## src/rtl/hack_mul_ctrl_pkg.sv

```systemverilog
// Shared Hack definitions: ALU comp control words and the multiply sequencer state encoding.
package hack_mul_ctrl_pkg;

    // Control word order is {zx, nx, zy, ny, f, no}.
    localparam logic [5:0] ALU_ZERO    = 6'b101010;
    localparam logic [5:0] ALU_ONE     = 6'b111111;
    localparam logic [5:0] ALU_NEG_ONE = 6'b111010;
    localparam logic [5:0] ALU_X       = 6'b001100;
    localparam logic [5:0] ALU_Y       = 6'b110000;
    localparam logic [5:0] ALU_NOT_X   = 6'b001101;
    localparam logic [5:0] ALU_NOT_Y   = 6'b110001;
    localparam logic [5:0] ALU_NEG_X   = 6'b001111;
    localparam logic [5:0] ALU_NEG_Y   = 6'b110011;
    localparam logic [5:0] ALU_XPLUS1  = 6'b011111;
    localparam logic [5:0] ALU_YPLUS1  = 6'b110111;
    localparam logic [5:0] ALU_XMINUS1 = 6'b001110;
    localparam logic [5:0] ALU_YMINUS1 = 6'b110010;
    localparam logic [5:0] ALU_XPLUSY  = 6'b000010;
    localparam logic [5:0] ALU_XMINUSY = 6'b010011;
    localparam logic [5:0] ALU_YMINUSX = 6'b000111;
    localparam logic [5:0] ALU_XANDY   = 6'b000000;
    localparam logic [5:0] ALU_XORY    = 6'b010101;

    localparam int unsigned Width = 16;

    typedef enum logic [1:0] {
        StIdle = 2'd0,
        StAdd  = 2'd1,
        StDbl  = 2'd2,
        StDone = 2'd3
    } state_e;

endpackage

```

## src/rtl/hack_mul_ctrl_if.sv

```systemverilog
// Request/result bundle between a Hack CPU-side master and the multiply sequencer.
interface hack_mul_ctrl_if;
    import hack_mul_ctrl_pkg::*;

    logic             start;
    logic [Width-1:0] a;
    logic [Width-1:0] b;
    logic             busy;
    logic             done;
    logic [Width-1:0] product;
    logic             product_zr;
    logic             product_ng;

    modport master (
        output start, a, b,
        input  busy, done, product, product_zr, product_ng
    );

    modport slave (
        input  start, a, b,
        output busy, done, product, product_zr, product_ng
    );

endinterface

```

## src/rtl/hack_mul_ctrl_alu.sv

```systemverilog
// Hack ALU: purely combinational, operation selected by the six-bit comp control word.
module hack_mul_ctrl_alu
    import hack_mul_ctrl_pkg::*;
(
    input  logic [Width-1:0] x_i,
    input  logic [Width-1:0] y_i,
    input  logic [5:0]       ctrl_i,
    output logic [Width-1:0] out_o
);

    logic [Width-1:0] x_z, x_n, y_z, y_n, f_out;

    always_comb begin
        x_z   = ctrl_i[5] ? '0 : x_i;
        x_n   = ctrl_i[4] ? ~x_z : x_z;
        y_z   = ctrl_i[3] ? '0 : y_i;
        y_n   = ctrl_i[2] ? ~y_z : y_z;
        f_out = ctrl_i[1] ? (x_n + y_n) : (x_n & y_n);
        out_o = ctrl_i[0] ? ~f_out : f_out;
    end

endmodule

```

## src/rtl/hack_mul_ctrl.sv

```systemverilog
// Shift-and-add 16-bit multiply sequencer; every addition goes through one Hack ALU in x+y mode.
module hack_mul_ctrl
    import hack_mul_ctrl_pkg::*;
(
    input logic           clk,
    input logic           reset,
    hack_mul_ctrl_if.slave bus
);

    state_e           state_q;
    logic [Width-1:0] acc_q, addend_q, mult_q;
    logic             busy_q, done_q;
    logic [Width-1:0] alu_x, alu_out;

    // ADD accumulates acc+addend; DBL reuses the same adder as addend+addend.
    always_comb begin
        alu_x = (state_q == StAdd) ? acc_q : addend_q;
    end

    hack_mul_ctrl_alu u_alu (
        .x_i   (alu_x),
        .y_i   (addend_q),
        .ctrl_i(ALU_XPLUSY),
        .out_o (alu_out)
    );

    always_ff @(posedge clk) begin
        if (reset) begin
            state_q  <= StIdle;
            acc_q    <= '0;
            addend_q <= '0;
            mult_q   <= '0;
            busy_q   <= 1'b0;
            done_q   <= 1'b0;
        end else begin
            unique case (state_q)
                StIdle: begin
                    if (bus.start) begin
                        acc_q    <= '0;
                        addend_q <= bus.a;
                        mult_q   <= bus.b;
                        busy_q   <= 1'b1;
                        if (bus.b == '0) begin
                            state_q <= StDone;
                            done_q  <= 1'b1;
                        end else begin
                            state_q <= StAdd;
                        end
                    end
                end
                StAdd: begin
                    if (mult_q[0]) begin
                        acc_q <= alu_out;
                    end
                    state_q <= StDbl;
                end
                StDbl: begin
                    addend_q <= alu_out;
                    mult_q   <= mult_q >> 1;
                    // No multiplier bits left above the one just consumed: result is final.
                    if (mult_q[Width-1:1] == '0) begin
                        state_q <= StDone;
                        done_q  <= 1'b1;
                    end else begin
                        state_q <= StAdd;
                    end
                end
                StDone: begin
                    state_q <= StIdle;
                    busy_q  <= 1'b0;
                    done_q  <= 1'b0;
                end
                default: begin
                    state_q <= StIdle;
                    busy_q  <= 1'b0;
                    done_q  <= 1'b0;
                end
            endcase
        end
    end

    assign bus.busy       = busy_q;
    assign bus.done       = done_q;
    assign bus.product    = acc_q;
    assign bus.product_zr = (acc_q == '0);
    assign bus.product_ng = acc_q[Width-1];

endmodule

```

## src/flat_wrapper.sv

```systemverilog
// flat-port wrapper written by rule: the top's interface ports become plain ports
module hack_mul_ctrl_flat import hack_mul_ctrl_pkg::*;
  (clk, reset, bus_start, bus_a, bus_b, bus_busy, bus_done, bus_product, bus_product_zr, bus_product_ng);
  hack_mul_ctrl_if bus_i ();
  input logic clk;
  input logic reset;
  input wire logic [$bits(bus_i.start)-1:0] bus_start;
  input wire logic [$bits(bus_i.a)-1:0] bus_a;
  input wire logic [$bits(bus_i.b)-1:0] bus_b;
  output wire logic [$bits(bus_i.busy)-1:0] bus_busy;
  output wire logic [$bits(bus_i.done)-1:0] bus_done;
  output wire logic [$bits(bus_i.product)-1:0] bus_product;
  output wire logic [$bits(bus_i.product_zr)-1:0] bus_product_zr;
  output wire logic [$bits(bus_i.product_ng)-1:0] bus_product_ng;
  assign bus_i.start = bus_start;
  assign bus_i.a = bus_a;
  assign bus_i.b = bus_b;
  assign bus_busy = bus_i.busy;
  assign bus_done = bus_i.done;
  assign bus_product = bus_i.product;
  assign bus_product_zr = bus_i.product_zr;
  assign bus_product_ng = bus_i.product_ng;
  hack_mul_ctrl u_core (.clk(clk), .reset(reset), .bus(bus_i));
endmodule
```

## config.mk

```make
export PLATFORM = sky130hd
export DESIGN_NAME = hack_mul_ctrl_flat
export DESIGN_NICKNAME = d
export VERILOG_FILES = /design/src/rtl/hack_mul_ctrl_pkg.sv /design/src/rtl/hack_mul_ctrl_if.sv /design/src/rtl/hack_mul_ctrl_alu.sv /design/src/rtl/hack_mul_ctrl.sv /design/src/flat_wrapper.sv
export SDC_FILE = /design/constraint.sdc
export NUM_CORES = 1
export LEC_CHECK = 0
export CAP_MARGIN = 20
export CORE_ASPECT_RATIO = 0.9
export CORE_MARGIN = 1.5
export CORE_UTILIZATION = 32
export CTS_CLUSTER_DIAMETER = 150
export DETAILED_ROUTE_END_ITERATION = 16
export HOLD_SLACK_MARGIN = 0.15
export PLACE_DENSITY_LB_ADDON = 0.12
export SLEW_MARGIN = 20
export SYNTH_ARGS = -nofsm -noshare
export SYNTH_HDL_FRONTEND = slang
export SYNTH_SLANG_ARGS = --single-unit
```

## constraint.sdc

```tcl
create_clock -name clk -period 3.15 [get_ports clk]
set_input_delay 0.63 -clock clk [delete_from_list [all_inputs] [get_ports clk]]
set_output_delay 0.63 -clock clk [all_outputs]
set_load 0.03 [all_outputs]
```

* Yosys cells after proc, flatten, opt, wreduce, memory -nomap -nowiden
Cells that the tools add are included.
** Operators by class
- $add $sub $neg :: 1
- Eq/ne operators :: 7
- Mux-type cells :: 18
- Reductions and logical operators :: 12
** Operators with widths (number)
- $pmux 16 s2 :: 3
- $mux 16 :: 5
- $logic_not 16->1 :: 2
- $add 16x16->16 :: 1
- $logic_not 15->1 :: 1
- $pmux 2 s4 :: 1
- $mux 2 :: 3
- $ne 2x1->1 const B :: 3
- $reduce_bool 2->1 :: 3
- $eq 2x2->1 const B :: 2
- $mux 1 :: 4
- $reduce_and 2->1 :: 2
- $reduce_and 4->1 :: 1
- $pmux 1 s3 :: 1
- $reduce_and 3->1 :: 1
- $reduce_bool 3->1 :: 1
- $eq 2x1->1 const B :: 1
- $logic_not 2->1 :: 1
- $ne 2x2->1 const B :: 1
- $pmux 1 s2 :: 1
** Storage, ports and cells
- Register bits after elaboration :: 52
- Input port bits :: 35
- Word-level logic and storage cells :: 44

* Longest topological paths before layout
- Depth in word-level cells :: 5
- Gate-level depth with buffers :: 14
- Mapped depth without buffers :: 11

* Cells and area by module
From an unflattened synthesis, not the netlist that was laid out.
** Unflattened totals
- Cells, all modules :: 488
- Area total of the unflattened synthesis :: 4224.1 um^2
** By module, submodules not included
- hack_mul_ctrl :: instances 1, cells an instance 276, area each 2556.2 um^2, seq. area each 1041.0 um^2
- hack_mul_ctrl_alu :: instances 1, cells an instance 212, area each 1667.8 um^2, seq. area each 0.0 um^2

* Worst setup path before layout
OpenSTA, ideal clock, no wires.
- Path type :: register to register
- From :: register u_core.state_q[0]
- To :: register u_core.addend_q[12]
- Data arrival time :: 2.782 ns
- Setup slack :: 0.241 ns
- Cell stages (with the launch flop) :: 15
- Path buffers :: 3
- Period minus slack after synthesis :: 2.909 ns
- Cells stage by stage :: dfxtp_1 > buf_6 > nor2b_1 > buf_2 > buf_2 > mux2_2 > ha_1 > inv_1 > fa_1 > nor2b_4 > o31ai_2 > a21o_1 > a31o_1 > and3_1 > or3_1
** Between the ends
- Cells in the longest elaborated chain, start to end :: 4
- Elaborated cells between the ends (all ways) :: 9
- Classes of those cells :: add/sub: 1; eq/ne: 3; mux: 2; reduce/logical: 3
** RTL lines
- start: declaration :: RTL line hack_mul_ctrl.sv:10 : state_e state_q;
- start signal: assignment :: RTL line hack_mul_ctrl.sv:29 : state_q <= StIdle;
- start signal: assignment :: RTL line hack_mul_ctrl.sv:44 : state_q <= StDone;
- start signal: assignment :: RTL line hack_mul_ctrl.sv:47 : state_q <= StAdd;
- $eq 2x1->1 :: RTL line hack_mul_ctrl.sv:17 : alu_x = (state_q == StAdd) ? acc_q : addend_q;
- $mux 16 :: RTL line hack_mul_ctrl.sv:17
- $add 16x16->16 :: RTL line hack_mul_ctrl_alu.sv:18 : f_out = ctrl_i[1] ? (x_n + y_n) : (x_n & y_n);
- $pmux 16 s2 :: RTL line hack_mul_ctrl.sv:36 : unique case (state_q)
- end signal: assignment :: RTL line hack_mul_ctrl.sv:40 : addend_q <= bus.a;
- end signal: assignment :: RTL line hack_mul_ctrl.sv:58 : addend_q <= alu_out;
- end: declaration :: RTL line hack_mul_ctrl.sv:11 : logic [Width-1:0] acc_q, addend_q, mult_q;
Several ways; a longest one is shown, not always the timed one.
A chain may end at the register's enable or synchronous reset.

* Final worst setup path
- From :: register u_core.state_q[0]
- To :: register u_core.addend_q[13]
Same word-level chain as after synthesis.

==> results.rst <==
.. list-table::
   :header-rows: 1

   * - Metric
     - Value
   * - Total clock sinks
     - 52
   * - Antenna violations before repair
     - 0
   * - Area of all sequential standard cells
     - around 1000 um2
   * - Count of synthesis-stage warnings from yosys
     - 0
   * - Kind of cell adding the most delay to the critical path
     - compound AO/OA/AOI/OAI gates
   * - Post_cts resized
     - 0
   * - Cell chain of the critical path
     - nor2b_1 > buf_4 > mux2_2 > ha_1 > and2_1 > a221o_1 > a31oi_4 > o21ai_2 > mux2i_1 > a221o_1
   * - CTS Hold Buffers Added
     - 0
   * - Most used flip-flop cell after synthesis
     - sky130_fd_sc_hd__dfxtp_1
   * - Post-Route WL
     - 9200 um
   * - Fraction of final layout cells sized beyond drive strength 1
     - 10.8%
   * - Floorplan die area
     - 10800 um2
   * - Total routing resource utilization after global routing
     - 17.7%
   * - Sw Share
     - 34.2%
   * - Final worst path period share
     - 90.1%
   * - Via count of the first global-routing pass
     - 2908
   * - Worst Hold Launch
     - u_core.addend_q[15]$_SDFFE_PP0P_
   * - Power share of the combinational group
     - 31.1%
   * - Worst setup slack for register-to-register paths
     - 0.31 ns
   * - CP dominant cell by count
     - sky130_fd_sc_hd__a221o_1
   * - Standard cell area after detailed placement
     - 3950 um2
   * - Type of element capturing the critical path
     - flip-flop
   * - Total setup violations reported at the end of the flow
     - 0
   * - Met1 track demand over resource in global routing
     - 24.3%
   * - # Post-CTS Setup Buffers
     - 0
   * - Static leakage
     - between 1.5 and 2 nW
   * - Area fraction of the dominant cell type after synthesis
     - 31.9%
   * - Post-DP HPWL
     - roughly 6900 um
   * - Main area contributors after synthesis
     - sky130_fd_sc_hd__dfxtp_1, sky130_fd_sc_hd__ha_1, sky130_fd_sc_hd__nor2_1, sky130_fd_sc_hd__mux2i_1, sky130_fd_sc_hd__mux2_2
   * - Internal power contribution
     - 0.00130 W
   * - Normalized max-slew margin
     - 60.2%
   * - Outcome
     - complete, no violations
   * - Syn avg cell area
     - 8.76 um2
   * - Starting density of the core
     - 33.4%
   * - Synthesized instance count
     - 373
   * - Post-Route Skew
     - 0.00487 ns
   * - Final instance area
     - about 4100 um2
   * - Filler cells
     - between 900 and 1000
   * - Number of hold violations in the final report
     - 0
   * - Maximum number of pins on one net before global-route repair
     - 39
   * - HP Class
     - reg -> reg
   * - Sequential cell area fraction in the yosys report
     - 31.9%
   * - Clock tree buffer depth
     - 2
   * - Post-route DRC
     - 0
   * - Drt initial violations
     - 127
   * - Netlist cell types
     - 62
   * - Maximum capacitance violations
     - 0
   * - Count of H-tree levels built during CTS
     - 2
   * - Die outline height
     - 98.8 um
   * - Sequential power share
     - 38.9%
   * - RSZ-0062 raised after global routing
     - false
   * - Post-Layout Cell Count
     - approximately 550
   * - Library cell occupying the most area in the post-synthesis netlist
     - sky130_fd_sc_hd__dfxtp_1
   * - Routed vias/inst
     - 5.37
   * - Met3 Resource Use GR
     - 2.71%
   * - Worst Max-Slew Pin Slew
     - ~0.6 ns
   * - Startpoint of the most critical setup path
     - u_core.state_q[0]$_SDFFE_PP0N_
   * - Delay of the slowest critical-path stage
     - approximately 0.36 ns
   * - Crit Path Max Fanout
     - 11
   * - Antenna diode count
     - 0
   * - Number of routed nets with antenna violations
     - 0
   * - Layout-stage area growth over the synthesis result
     - 25.6%
   * - Clock Pin Slew Worst Setup and Hold Paths
     - roughly 0.080 ns
   * - Critical path data required time
     - around 3.4 ns
   * - Core area
     - between 9000 and 10000 um2
   * - Clock latency on the worst-skew pair
     - 0.30 ns
   * - Die outline width
     - 109 um
   * - Routed via count
     - 2962
   * - Root buffer cell
     - sky130_fd_sc_hd__clkbuf_16
   * - Power density relative to cell area
     - slightly below 500 nW/um2
   * - 1st-pass router iterations
     - 4
   * - Top-level I/O count
     - 55
   * - Total grt overflow
     - 0
   * - Global Route met2 Usage
     - 28.7%
   * - Maximum vdd drop
     - 0.000249 V
   * - Row count
     - 34
   * - Area taken by multi-input logic gates
     - 2060 um2
   * - Net count after synthesis
     - 427
   * - Async set-reset flop share out of synthesis
     - 0%
   * - Number of flops mapped to enable cells by yosys
     - 0
   * - TritonCTS buffer count
     - 5
   * - CTS tree
     - built
   * - Buffer and inverter count on the worst path
     - 1
   * - Total number of nets in the final design
     - approximately 480
   * - Inst Count DP
     - 544
   * - Combined area of all synthesized cells
     - 3270 um2
   * - Average wire per cell in the routed design
     - 16.7 um
   * - Most Crowded Layer GR
     - met2
   * - Peak Freq
     - 352 MHz
   * - Tmin final
     - about 2.8 ns
   * - Max-slew violation count
     - 0
   * - Critical path data arrival time
     - between 3 and 4 ns
   * - Wire length of the first global-routing pass
     - 15000 um
   * - Net switching power
     - 0.000673 W
   * - Clock power frac
     - 29.9%
   * - Slowest stage cell on the critical path
     - sky130_fd_sc_hd__ha_1
   * - Setup TNS after final layout
     - 0 ns
   * - Port bufs
     - 54
   * - Weighted congestion at the end of routability-driven global placement
     - 0.882
   * - R2R Path Start
     - u_core.state_q[0]$_SDFFE_PP0N_
   * - Kind of critical path
     - reg -> reg
   * - Type of origin of the critical path
     - flip-flop
   * - Flip-flop and latch count after synthesis
     - 52
[layer usage]
| layer | up-vias | wire [um] |
|---|---|---|
| li1 | 1496 | - |
| met1 | 1399 | 4530 |
| met2 | 57 | 4150 |
| met3 | 10 | 404 |
| met4 | 0 | 112 |
| met5 | - | 0 |
[cells in the mapped netlist (2+ instances only)]
cell                        count
sky130_fd_sc_hd__dfxtp_1       52
sky130_fd_sc_hd__nor2_1        52
sky130_fd_sc_hd__nand2_1       22
sky130_fd_sc_hd__a211oi_1      19
sky130_fd_sc_hd__a21oi_1       19
sky130_fd_sc_hd__ha_1          18
sky130_fd_sc_hd__mux2i_1       17
sky130_fd_sc_hd__mux2_2        14
sky130_fd_sc_hd__nor3_1        14
sky130_fd_sc_hd__inv_1          9
sky130_fd_sc_hd__buf_2          8
sky130_fd_sc_hd__clkbuf_1       8
sky130_fd_sc_hd__nor4_1         8
sky130_fd_sc_hd__a22o_1         7
sky130_fd_sc_hd__a22oi_1        7
sky130_fd_sc_hd__xnor2_1        7
sky130_fd_sc_hd__a21o_1         6
sky130_fd_sc_hd__nor2b_1        6
sky130_fd_sc_hd__nand4_1        5
sky130_fd_sc_hd__o221ai_1       5
sky130_fd_sc_hd__xor2_1         5
sky130_fd_sc_hd__and2_1         4
sky130_fd_sc_hd__o211ai_1       4
sky130_fd_sc_hd__o21a_1         4
sky130_fd_sc_hd__a221o_1        3
sky130_fd_sc_hd__buf_1          3
sky130_fd_sc_hd__o21ai_0        3
sky130_fd_sc_hd__o21ai_1        3
sky130_fd_sc_hd__or3_1          3
sky130_fd_sc_hd__a2111oi_0      2
sky130_fd_sc_hd__buf_4          2
sky130_fd_sc_hd__buf_6          2
sky130_fd_sc_hd__nand2b_1       2
sky130_fd_sc_hd__o22ai_1        2
[worst register-to-register path, cell delays in order, from the launching register on]
cell and delay, ns:
sky130_fd_sc_hd__dfxtp_1 0.33, sky130_fd_sc_hd__nor2b_1 0.16, sky130_fd_sc_hd__buf_4 0.23, sky130_fd_sc_hd__mux2_2 0.36, sky130_fd_sc_hd__ha_1 0.36, sky130_fd_sc_hd__and2_1 0.21
sky130_fd_sc_hd__a221o_1 0.36, sky130_fd_sc_hd__a31oi_4 0.23, sky130_fd_sc_hd__o21ai_2 0.11, sky130_fd_sc_hd__mux2i_1 0.13, sky130_fd_sc_hd__a221o_1 0.25
[layout by cell type (no fill, tap or decap), types with 6 or more instances in the layout]
cell type | Yosys | final
sky130_fd_sc_hd__clkdlybuf4s50_1 | 0 | 54
sky130_fd_sc_hd__dfxtp_1 | 52 | 52
sky130_fd_sc_hd__nor2_1 | 52 | 51
sky130_fd_sc_hd__nand2_1 | 22 | 22
sky130_fd_sc_hd__a211oi_1 | 19 | 19
sky130_fd_sc_hd__a21oi_1 | 19 | 19
sky130_fd_sc_hd__ha_1 | 18 | 18
sky130_fd_sc_hd__mux2i_1 | 17 | 17
sky130_fd_sc_hd__buf_4 | 2 | 15
sky130_fd_sc_hd__mux2_2 | 14 | 14
sky130_fd_sc_hd__nor3_1 | 14 | 14
sky130_fd_sc_hd__inv_1 | 9 | 9
sky130_fd_sc_hd__nor4_1 | 8 | 8
sky130_fd_sc_hd__xnor2_1 | 7 | 7
sky130_fd_sc_hd__a22o_1 | 7 | 7
sky130_fd_sc_hd__a22oi_1 | 7 | 7
sky130_fd_sc_hd__nor2b_1 | 6 | 6
sky130_fd_sc_hd__a21o_1 | 6 | 6
[cell families (layout without fill, tap and decap cells)]
group / after synthesis / count (layout) / share of synthesized area [%]
fa+ha+maj: 19 / 19 / 7.51
mux: 31 / 31 / 10.0
buf+inv: 33 / 86 / 5.10
xor+xnor: 12 / 12 / 3.22
flops: 52 / 52 / 31.9
simple gates: 126 / 126 / 18.7
compound gates: 100 / 100 / 23.5
[power groups by stage]
stage | Clock (W) | Sequential, W | Combinational [W]
2_1_floorplan | 0 | 0.000779 | 0.000424
3_3_place_gp | 0 | 0.000781 | 0.000607
3_5_place_dp | 0 | 0.000781 | 0.000609
4_1_cts | 0.000601 | 0.000766 | 0.000612
5_1_grt | 0.000629 | 0.000775 | 0.000674
6_report | 0.000589 | 0.000767 | 0.000612
[stage by stage]
step	power, W	util, %	hold slack (ns)	setup WS (ns)
3_5_place_dp	0.00139	40.3	0.456	0.337
2_1_floorplan	0.00120	-	0.436	0.241
3_3_place_gp	0.00139	40.3	0.449	0.369
5_1_grt	0.00208	41.9	0.501	0.0989
6_report	0.00197	41.9	0.484	0.313
4_1_cts	0.00198	41.9	0.469	0.306
[cell type report]
type | instances | share of cell area (%)
tap | 126 | 3.84
clock buffer | 5 | 3.05
clock inverter | 3 | 0.702
sequential | 52 | 25.4
multi-input combinational | 288 | 50.3
inverter | 9 | 0.824
timing repair buffer | 69 | 15.9
[final timing paths]
path,cells after the start,end
worst min-delay path,2,u_core.addend_q[15]$_SDFFE_PP0P_
worst min register to register,2,u_core.addend_q[15]$_SDFFE_PP0P_
worst max-delay path,10,u_core.addend_q[13]$_SDFFE_PP0P_
worst max register to register,10,u_core.addend_q[13]$_SDFFE_PP0P_
[flip-flops by register name, summed over array words and instances, names as in the netlist]
name	count
u_core.state_q	2
u_core.addend_q	16
u_core.mult_q	16
u_core.bus.busy	1
u_core.bus.done	1
u_core.bus.product	16
Power figures use the tool's default switching activity.
